## src/rtl/ps2_rx_fifo.sv

```systemverilog
// PS/2 device-to-host receiver: synchronises the raw lines, deframes 11-bit
// frames with start/odd-parity/stop checking, and buffers good bytes in a FIFO.
module ps2_rx_fifo #(
    parameter int DEPTH       = 8,
    parameter int TIMEOUT_CYC = 50000
) (
    input  logic                     clk,
    input  logic                     rst,
    input  logic                     ps2_clk,
    input  logic                     ps2_dat,
    input  logic                     stall,
    input  logic                     ovf_clr,
    output logic [7:0]               ps2_data,
    output logic                     ps2_recFlag,
    output logic [$clog2(DEPTH):0]   fifo_count,
    output logic                     overflow,
    output logic                     frame_err
);

    localparam int AW = $clog2(DEPTH);
    localparam int TW = $clog2(TIMEOUT_CYC) + 1;

    typedef enum logic [1:0] {IDLE, DATA, PARITY, STOP} state_t;

    state_t          state, state_nxt;
    logic            clk_s1, clk_s2, clk_s3;
    logic            dat_s1, dat_s2;
    logic            fe;
    logic [7:0]      shreg;
    logic [2:0]      bit_cnt;
    logic            par;
    logic [TW-1:0]   tmo_cnt;
    logic            tmo_hit;
    logic            shift_en, par_en, push_req, bad_frame;
    logic [7:0]      mem [DEPTH];
    logic [AW-1:0]   wr_ptr, rd_ptr;
    logic            full, empty, push, pop;

    // Idle-high lines: presetting the synchronisers to 1 avoids a false edge out of reset.
    always_ff @(posedge clk or negedge rst) begin
        if (!rst) begin
            clk_s1 <= 1'b1;
            clk_s2 <= 1'b1;
            clk_s3 <= 1'b1;
            dat_s1 <= 1'b1;
            dat_s2 <= 1'b1;
        end else begin
            clk_s1 <= ps2_clk;
            clk_s2 <= clk_s1;
            clk_s3 <= clk_s2;
            dat_s1 <= ps2_dat;
            dat_s2 <= dat_s1;
        end
    end

    assign fe      = clk_s3 & ~clk_s2;
    assign tmo_hit = (state != IDLE) && (tmo_cnt == TW'(TIMEOUT_CYC - 1));

    always_ff @(posedge clk or negedge rst) begin
        if (!rst) begin
            state <= IDLE;
        end else begin
            state <= state_nxt;
        end
    end

    // A falling edge always takes priority over an expiring timeout.
    always_comb begin
        state_nxt = state;
        shift_en  = 1'b0;
        par_en    = 1'b0;
        push_req  = 1'b0;
        bad_frame = 1'b0;
        if (fe) begin
            case (state)
                IDLE: begin
                    if (!dat_s2) state_nxt = DATA;
                end
                DATA: begin
                    shift_en = 1'b1;
                    if (bit_cnt == 3'd7) state_nxt = PARITY;
                end
                PARITY: begin
                    par_en    = 1'b1;
                    state_nxt = STOP;
                end
                STOP: begin
                    state_nxt = IDLE;
                    if (dat_s2 && (^{shreg, par})) push_req  = 1'b1;
                    else                           bad_frame = 1'b1;
                end
                default: state_nxt = IDLE;
            endcase
        end else if (tmo_hit) begin
            state_nxt = IDLE;
            bad_frame = 1'b1;
        end
    end

    always_ff @(posedge clk or negedge rst) begin
        if (!rst) begin
            shreg     <= 8'h00;
            bit_cnt   <= 3'd0;
            par       <= 1'b0;
            tmo_cnt   <= '0;
            frame_err <= 1'b0;
        end else begin
            if (fe && state == IDLE) begin
                bit_cnt <= 3'd0;
            end else if (shift_en) begin
                shreg   <= {dat_s2, shreg[7:1]};
                bit_cnt <= bit_cnt + 3'd1;
            end
            if (par_en) par <= dat_s2;
            if (state == IDLE || fe) tmo_cnt <= '0;
            else                     tmo_cnt <= tmo_cnt + 1'b1;
            frame_err <= bad_frame;
        end
    end

    // Fullness comes from the registered count, so a same-cycle pop never frees a slot for the push.
    assign full  = (fifo_count == (AW + 1)'(DEPTH));
    assign empty = (fifo_count == '0);
    assign push  = push_req && !full;
    assign pop   = !empty && !stall && !ps2_recFlag;

    always_ff @(posedge clk) begin
        if (push) mem[wr_ptr] <= shreg;
    end

    always_ff @(posedge clk or negedge rst) begin
        if (!rst) begin
            wr_ptr      <= '0;
            rd_ptr      <= '0;
            fifo_count  <= '0;
            ps2_data    <= 8'h00;
            ps2_recFlag <= 1'b0;
            overflow    <= 1'b0;
        end else begin
            if (push) wr_ptr <= wr_ptr + 1'b1;
            if (pop)  rd_ptr <= rd_ptr + 1'b1;
            case ({push, pop})
                2'b10:   fifo_count <= fifo_count + 1'b1;
                2'b01:   fifo_count <= fifo_count - 1'b1;
                default: fifo_count <= fifo_count;
            endcase
            if (pop) ps2_data <= mem[rd_ptr];
            ps2_recFlag <= pop;
            if (push_req && full) overflow <= 1'b1;
            else if (ovf_clr)     overflow <= 1'b0;
        end
    end

endmodule

```

## config.mk

```make
export PLATFORM = sky130hd
export DESIGN_NAME = ps2_rx_fifo
export DESIGN_NICKNAME = d
export VERILOG_FILES = /design/src/rtl/ps2_rx_fifo.sv
export SDC_FILE = /design/constraint.sdc
export NUM_CORES = 1
export LEC_CHECK = 0
export BUFFER_PORTS_ARGS = -buffer_cell sky130_fd_sc_hd__buf_2
export CORE_AREA = 5 5 126 92
export DETAILED_ROUTE_END_ITERATION = 10
export DIE_AREA = 0 0 131 97
export PLACE_DENSITY = 0.68
export SYNTH_ARGS = -nofsm -noshare
export SYNTH_HDL_FRONTEND = slang
export SYNTH_SLANG_ARGS = --single-unit
```

## constraint.sdc

```tcl
create_clock -name clk -period 7.7 [get_ports clk]
set_clock_uncertainty 0.05 [all_clocks]
set_input_delay 0 -clock clk [delete_from_list [all_inputs] [get_ports clk]]
set_output_delay 0 -clock clk [all_outputs]
set_load 0.03 [all_outputs]
```

==> results.ini, run 1 <==
[sta]
tns_ns = 0
setup_viol_count_final = 0
timing.hold.ws_ns = 0.02397
tightest_slew_ns = 1.068
relSlewSlack = 0.2883
rsz0062_at_grt = false
layout_min_cycle_time_ns = 2.966
finalHoldViolCount = 0
setup_slack_ns = 4.734
max_freq_mhz = 337.2
drv_slew = 0
period_share = 0.3851

[final_layout]
drive_gt1_frac = 0.2386
antenna_cells = 0
nets = 401
syn2layout_area_growth_pct = 17.01
fill_cells = 778
final_area_mm2 = 0.006035

[clock_tree]
clock_latency_ns = 0.41
cts_root_buffer = clkbuf_16
cts_tree = done
cts.sinks = 121
cts.clk_slew.worst_paths_ns = 0.05
htreeDepth = 4
ctsLongestPathBuffers = 2
cts_made_buffers = 17

[synth]
syn_area_mm2 = 0.005157
synth_cell_types = 47
ys_ff_latch = 121
ys_async_sr_fraction = 0.4711
syn_nets = 363
synth_top_cell_area_share = 0.3726
yosysTopAreaCell = edfxtp_1
syn_avg_cell_area_um2 = 14.99
synth-seq-area-share = 0.6504
synthTopCellsByArea = edfxtp_1, dfrtp_1, mux4_2
ys.warnings.count = 0
synth_most_common_cell = edfxtp_1
synth_cells = 344
synth_edf_count = 64
ys_top_cells_by_count = edfxtp_1, dfrtp_1, nand2_1, nor2_1
synth-main-ff-cell = edfxtp_1

[die]
core-area_mm2 = 0.01016
floorplan.initialDensity = 0.5075
ios = 21
die_h_um = 97
die_w_um = 131
die_area_mm2 = 0.01271
fp-row-count = 31

[worst_setup_path]
crit_path_end_kind = register
r2r_end = fifo_count[3]$_DFFE_PN0P_
crit_arrival_ns = 3.19
critPathMaxFanout = 7
rr_worst_depth = 10
crit_path_start_kind = register
slowest_delay_ns = 0.59
cpMaxStageDelayCell = or4b_4
rrSetupSlack_ns = 4.73
critPathKind = reg -> reg
crit_chain = or4b_4, and3b_4, mux2i_4, ha_1, ha_1, a21o_2, a21oi_1, xnor2_1, nor2_1, xor2_1
worst_path_most_repeated_cell = ha_1
crit_start = fifo_count[0]$_DFFE_PN0P_
rr_startpoint = fifo_count[0]$_DFFE_PN0P_
cp_data_required_time_ns = 7.92
cp-endpoint = fifo_count[3]$_DFFE_PN0P_

[global_routing]
grt_max_degree = 58
grt.total_usage = 0.1619
grt-ovfl-total = 0
antenna_found_initial = 0
grt_pass1_vias = 2823
grt_pass1_wl_mm = 15.33

[power]
p_seq_frac = 0.418
power.share.clock = 0.351
p_switching_w = 0.0006602
combPwrFrac = 0.231
p_sw_frac = 0.3034
peakVddDrop_v = 0.0001951
power_density_mw_per_mm2 = 360.6
p_int_w = 0.001516
leakage_nw = 2.388

[routing]
wire_per_inst_um = 17.52
vias = 2890
initialDrtViolationCount = 217
drcViolationCount = 0
vias_per_cell = 5.494
drtAntennaViolNets = 0
first_pass_iters = 5
wl_mm = 9.215

[placement]
pre_cts_slack_ns = 4.779
place_area_mm2 = 0.005428
post-dp-hpwl_mm = 5.911
gp_congestion = 0.8021
io_buffers = 20

[job]
cap_violations = 0

[hold_path]
min_path_type = in -> reg

[run_status]
status = finished, final reports clean

[final cells by class]
cell class	instances	area, um^2	share of cell area
Clock buffer	20	436.7	0.07236
Clock inverter	11	130.1	0.02156
Inverter	12	45.04	0.007464
Multi-Input combinational cell	200	1718	0.2847
Sequential cell	121	3354	0.5559
Tap cell	132	165.2	0.02737
Timing Repair Buffer	30	185.2	0.03069
[state kept, by name, summed over array words and instances (netlist names), 2 cells and up]
register,count
ps2_data,8
rd_ptr,3
mem,64
shreg,8
tmo_cnt,17
bit_cnt,3
state,2
wr_ptr,3
fifo_count,4
[cells in the final DEF (no fill, tap or decap), types with 2 or more instances in the layout]
cell            n
edfxtp_1       64
dfrtp_1        52
nand2_1        28
nor2_1         26
buf_2          20
clkbuf_16      17
o21ai_0        16
mux4_2         16
xnor2_1        14
inv_1          12
ha_1           12
xor2_1         11
mux2i_1        10
mux2_2          9
nand3_1         6
buf_4           6
nand4_1         5
dfstp_2         5
nor2b_1         4
clkinv_2        4
dlygate4sd3_1   4
nand2b_1        3
nor4_1          3
and3_1          3
nor3_1          3
a31oi_1         3
clkinv_1        3
clkbuf_1        3
bufinv_16       3
a21oi_1         2
nand4b_1        2
nor3b_2         2
a21boi_0        2
[routing by layer]
layer,track usage,vias to the layer above,routed length (um)
met1,0.2484,1471,4506
met3,0.05837,6,621
met2,0.2122,77,4011
li1,-,1336,-
met5,0,-,0
met4,0.05217,0,76
[stage by stage]
stage | power [W] | instances | utilization
floorplan | 0.001285 | 344 | -
global route | 0.002297 | 526 | 0.5938
global placement | 0.001412 | 491 | 0.5341
finish | 0.002176 | 526 | 0.5938
detailed placement | 0.001431 | 491 | 0.5341
CTS | 0.002203 | 526 | 0.5938
[how the worst min path moves through the flow]
stage | start | to | slack, ns | cells after the start
after floorplan | rst | bit_cnt[0]$_DFFE_PN0P_ | -0.35 | 0
after global placement | ps2_dat | dat_s1$_DFF_PN1_ | 0.06 | 1
after detailed placement | ps2_dat | dat_s1$_DFF_PN1_ | 0.06 | 1
after CTS | stall | rd_ptr[0]$_DFFE_PN0P_ | 0.007 | 5
after global routing | stall | rd_ptr[0]$_DFFE_PN0P_ | 0.06 | 5
final | stall | rd_ptr[0]$_DFFE_PN0P_ | 0.02 | 5
[logic make-up after synthesis]
family                   synth area share
flip-flops                         0.6504
AND/OR/NAND/NOR                   0.09923
multiplexers                       0.1162
AO/OA/AOI/OAI                     0.03227
XOR/XNOR                          0.05143
buffers and inverters             0.01747
adder cells (fa/ha/maj)           0.03299
[power groups by stage]
stage | Sequential (W) | Combinational, W | Clock (W)
final | 0.000909 | 0.000503 | 0.000764
after CTS | 0.000913 | 0.000512 | 0.000777
after detailed placement | 0.000923 | 0.000508 | 0
after floorplan | 0.000912 | 0.000374 | 0
after global placement | 0.000918 | 0.000495 | 0
after global routing | 0.000928 | 0.000561 | 0.000808
[critical path: cells and delay by family, from the launching register on]
family	cells	cell delay, ns
AOI/OAI and AO/OA	2	0.38
and+or+nand+nor	3	0.88
DFF	1	0.45
xor gates and xnor gates	2	0.28
adders and majority gates	2	0.50
muxes	1	0.28
[repair_timing]
action,in CTS,in global routing
hold endpoints to repair,55,0
hold buffers,4,0
resized for setup,0,0
setup buffers,0,0
setup endpoints to repair,0,0
No activity file was read; power rests on OpenSTA's default activity.
==> inputs of run 2 (changes only) <==
Settings changed: PLACE_DENSITY 0.68 to 0.7.
Clock period 7.7 ns to 2.4 ns, I/O delays scaled along.
==> results.ini, run 2 (synthesized netlist as in run 1, its figures left out) <==
[global_routing]
grt_pass1_wl_mm = 15.54  ; +1.4%
grt-ovfl-total = 0  ; unchanged
grt_pass1_vias = 3047  ; +7.9%
grt.total_usage = 0.1604  ; -0.001560
antenna_found_initial = 0  ; unchanged
grt_max_degree = 24  ; -59%

[clock_tree]
cts_tree = done
clock_latency_ns = 0.41  ; about the same
cts.clk_slew.worst_paths_ns = 0.05  ; about the same
ctsLongestPathBuffers = 2  ; unchanged
cts.sinks = 121  ; unchanged
htreeDepth = 4  ; unchanged
cts_made_buffers = 17  ; unchanged
cts_root_buffer = clkbuf_16

[worst_setup_path]
cp_data_required_time_ns = 2.64  ; -5.28 ns
cpMaxStageDelayCell = or4b_4
crit_buf_inv = 0  ; unchanged
critPathKind = reg -> reg
crit_path_end_kind = register
crit_chain = or4b_4, and3b_4, mux2i_4, ha_4, ha_4, a21o_2, a21oi_2, xnor2_1, nor2_1, xor2_1
crit_start = fifo_count[2]$_DFFE_PN0P_
crit_path_start_kind = register
crit_arrival_ns = 2.79  ; -0.40 ns
crit_family = simple AND/OR/NAND/NOR gates
worst_path_most_repeated_cell = ha_4
slowest_delay_ns = 0.57  ; -0.02 ns
critPathMaxFanout = 4  ; -3
rr_startpoint = fifo_count[2]$_DFFE_PN0P_

[routing]
drcViolationCount = 0  ; unchanged
vias_per_cell = 5.315  ; -3.3%
initialDrtViolationCount = 217  ; unchanged
wl_mm = 9.449  ; +2.5%
wire_per_inst_um = 16.72  ; -4.5%
drtAntennaViolNets = 0  ; unchanged
vias = 3003  ; +3.9%
first_pass_iters = 4  ; -1

[sta]
period_share = 1.062  ; +0.6767
tightest_slew_ns = 0.5801  ; -0.4874 ns
finalHoldViolCount = 0  ; unchanged
max_freq_mhz = 392.4  ; +16%
timing.hold.ws_ns = 0.05523  ; +0.03126 ns
setup_slack_ns = -0.1484  ; -4.883 ns
drv_slew = 0  ; unchanged
relSlewSlack = 0.6132  ; +0.3249
layout_min_cycle_time_ns = 2.548  ; -0.4172 ns
rsz0062_at_grt = true
setup_viol_count_final = 43  ; +43

[final_layout]
top_regs = mem: 64 flops, tmo_cnt: 17 flops
drive_gt1_frac = 0.3441  ; +0.1055
final_common_cell = edfxtp_1
most-common-layout-cells = edfxtp_1, dfrtp_1, buf_4, nand2_1, nor2_1
top_register = mem
syn2layout_area_growth_pct = 25.67
nets = 439  ; +9.5%
largest_reg_flops = 64  ; unchanged
antenna_cells = 0  ; unchanged
final_area_mm2 = 0.006481  ; +7.4%

[placement]
place_area_mm2 = 0.005713  ; +5.3%
io_buffers = 20  ; unchanged
pre_cts_slack_ns = -0.1764  ; -4.955 ns
post-dp-hpwl_mm = 6.041  ; +2.2%
gp_congestion = 0.8031  ; +0.12%

[die]
die_h_um = 97  ; unchanged
floorplan.initialDensity = 0.5075  ; unchanged
die_area_mm2 = 0.01271  ; unchanged
die_w_um = 131  ; unchanged
fp-row-count = 31  ; unchanged
core-area_mm2 = 0.01016  ; unchanged
ios = 21  ; unchanged

[power]
peakVddDrop_v = 0.0005371  ; +180%
fin_total_pwr_w = 0.007320  ; +240%
leakage_nw = 2.611  ; +9.4%
power_density_mw_per_mm2 = 1129  ; +210%

[hold_path]
min_path_type = in -> async

[job]
cap_violations = 0  ; unchanged

[run_status]
status = complete, but fails checks
violations = setup timing

-- run 2: cell types whose count changed in the layout (fill, tap and decap cells not counted), moves of 3 or more --
cell,before,now
buf_4,6,35
buf_6,0,6
dfrtp_1,52,48
dfrtp_2,0,4
clkinv_1,3,0
ha_1,12,9
-- run 2: layout make-up --
class / instances / area [um^2]
inverters: 12 / 45.04
well taps: 132 / 165.2
repair buffers: 68 / 515.5
fillers: 723 / 3681
flip-flops and latches: 121 / 3359
multi-input cells: 200 / 1813
clock buffers: 26 / 521.8
clock inverters: 6 / 61.31
-- run 2: final timing paths --
kind,endpoint,slack [ns],cells past startpoint
max,fifo_count[3]$_DFFE_PN0P_,-0.15,10
min,overflow$_DFFE_PN0P_,0.06,2
max reg2reg,fifo_count[3]$_DFFE_PN0P_,-0.15,10
min reg2reg,clk_s2$_DFF_PN1_,0.31,0
max in group asynchronous,clk_s2$_DFF_PN1_,1.53,3
min in group clk,clk_s1$_DFF_PN1_,0.20,2
-- run 2: metal layers --
layer  vias to the layer above  routed length, um  global-route usage
li1                       1411                  -                   -
met1                      1513               4361              0.2236
met2                        71               4421              0.2371
met3                         8                578             0.05286
met4                         0                 87             0.05217
met5                         -                  0                   0
-- run 2: worst register-to-register path: stages (launching register included) --
cell,delay (ns)
dfrtp_2,0.39
or4b_4,0.57
and3b_4,0.22
mux2i_4,0.18
ha_4,0.18
ha_4,0.19
a21o_2,0.19
a21oi_2,0.13
xnor2_1,0.13
nor2_1,0.07
xor2_1,0.13
-- run 2: where the power goes --
| group | switching (W) | internal, W | leakage, nW | total, W |
|---|---|---|---|---|
| Sequential | 0.000195 | 0.00249 | 1.33 | 0.00269 |
| Clock | 0.000860 | 0.00160 | 0.285 | 0.00246 |
| Combinational | 0.00115 | 0.00102 | 0.993 | 0.00218 |
| Total | 0.00221 | 0.00511 | 2.61 | 0.00732 |
-- run 2: per-stage QoR --
stage          TNS, ns  utilization  std cells
2_1_floorplan   -3.115            -        344
3_3_place_gp   -0.1447       0.5622        522
3_5_place_dp    -1.141       0.5622        522
4_1_cts        -0.3947       0.6285        561
5_1_grt         -8.090       0.6378        565
6_report        -3.753       0.6378        565
-- run 2: timing repair --
item | CTS | global route
buffers inserted | 2 | 4
endpoints found under the hold margin | 41 | 0
setup endpoints to repair | 34 | 59
hold buffers | 5 | 0
pin swaps | 3 | 2
gates resized for setup | 7 | 14
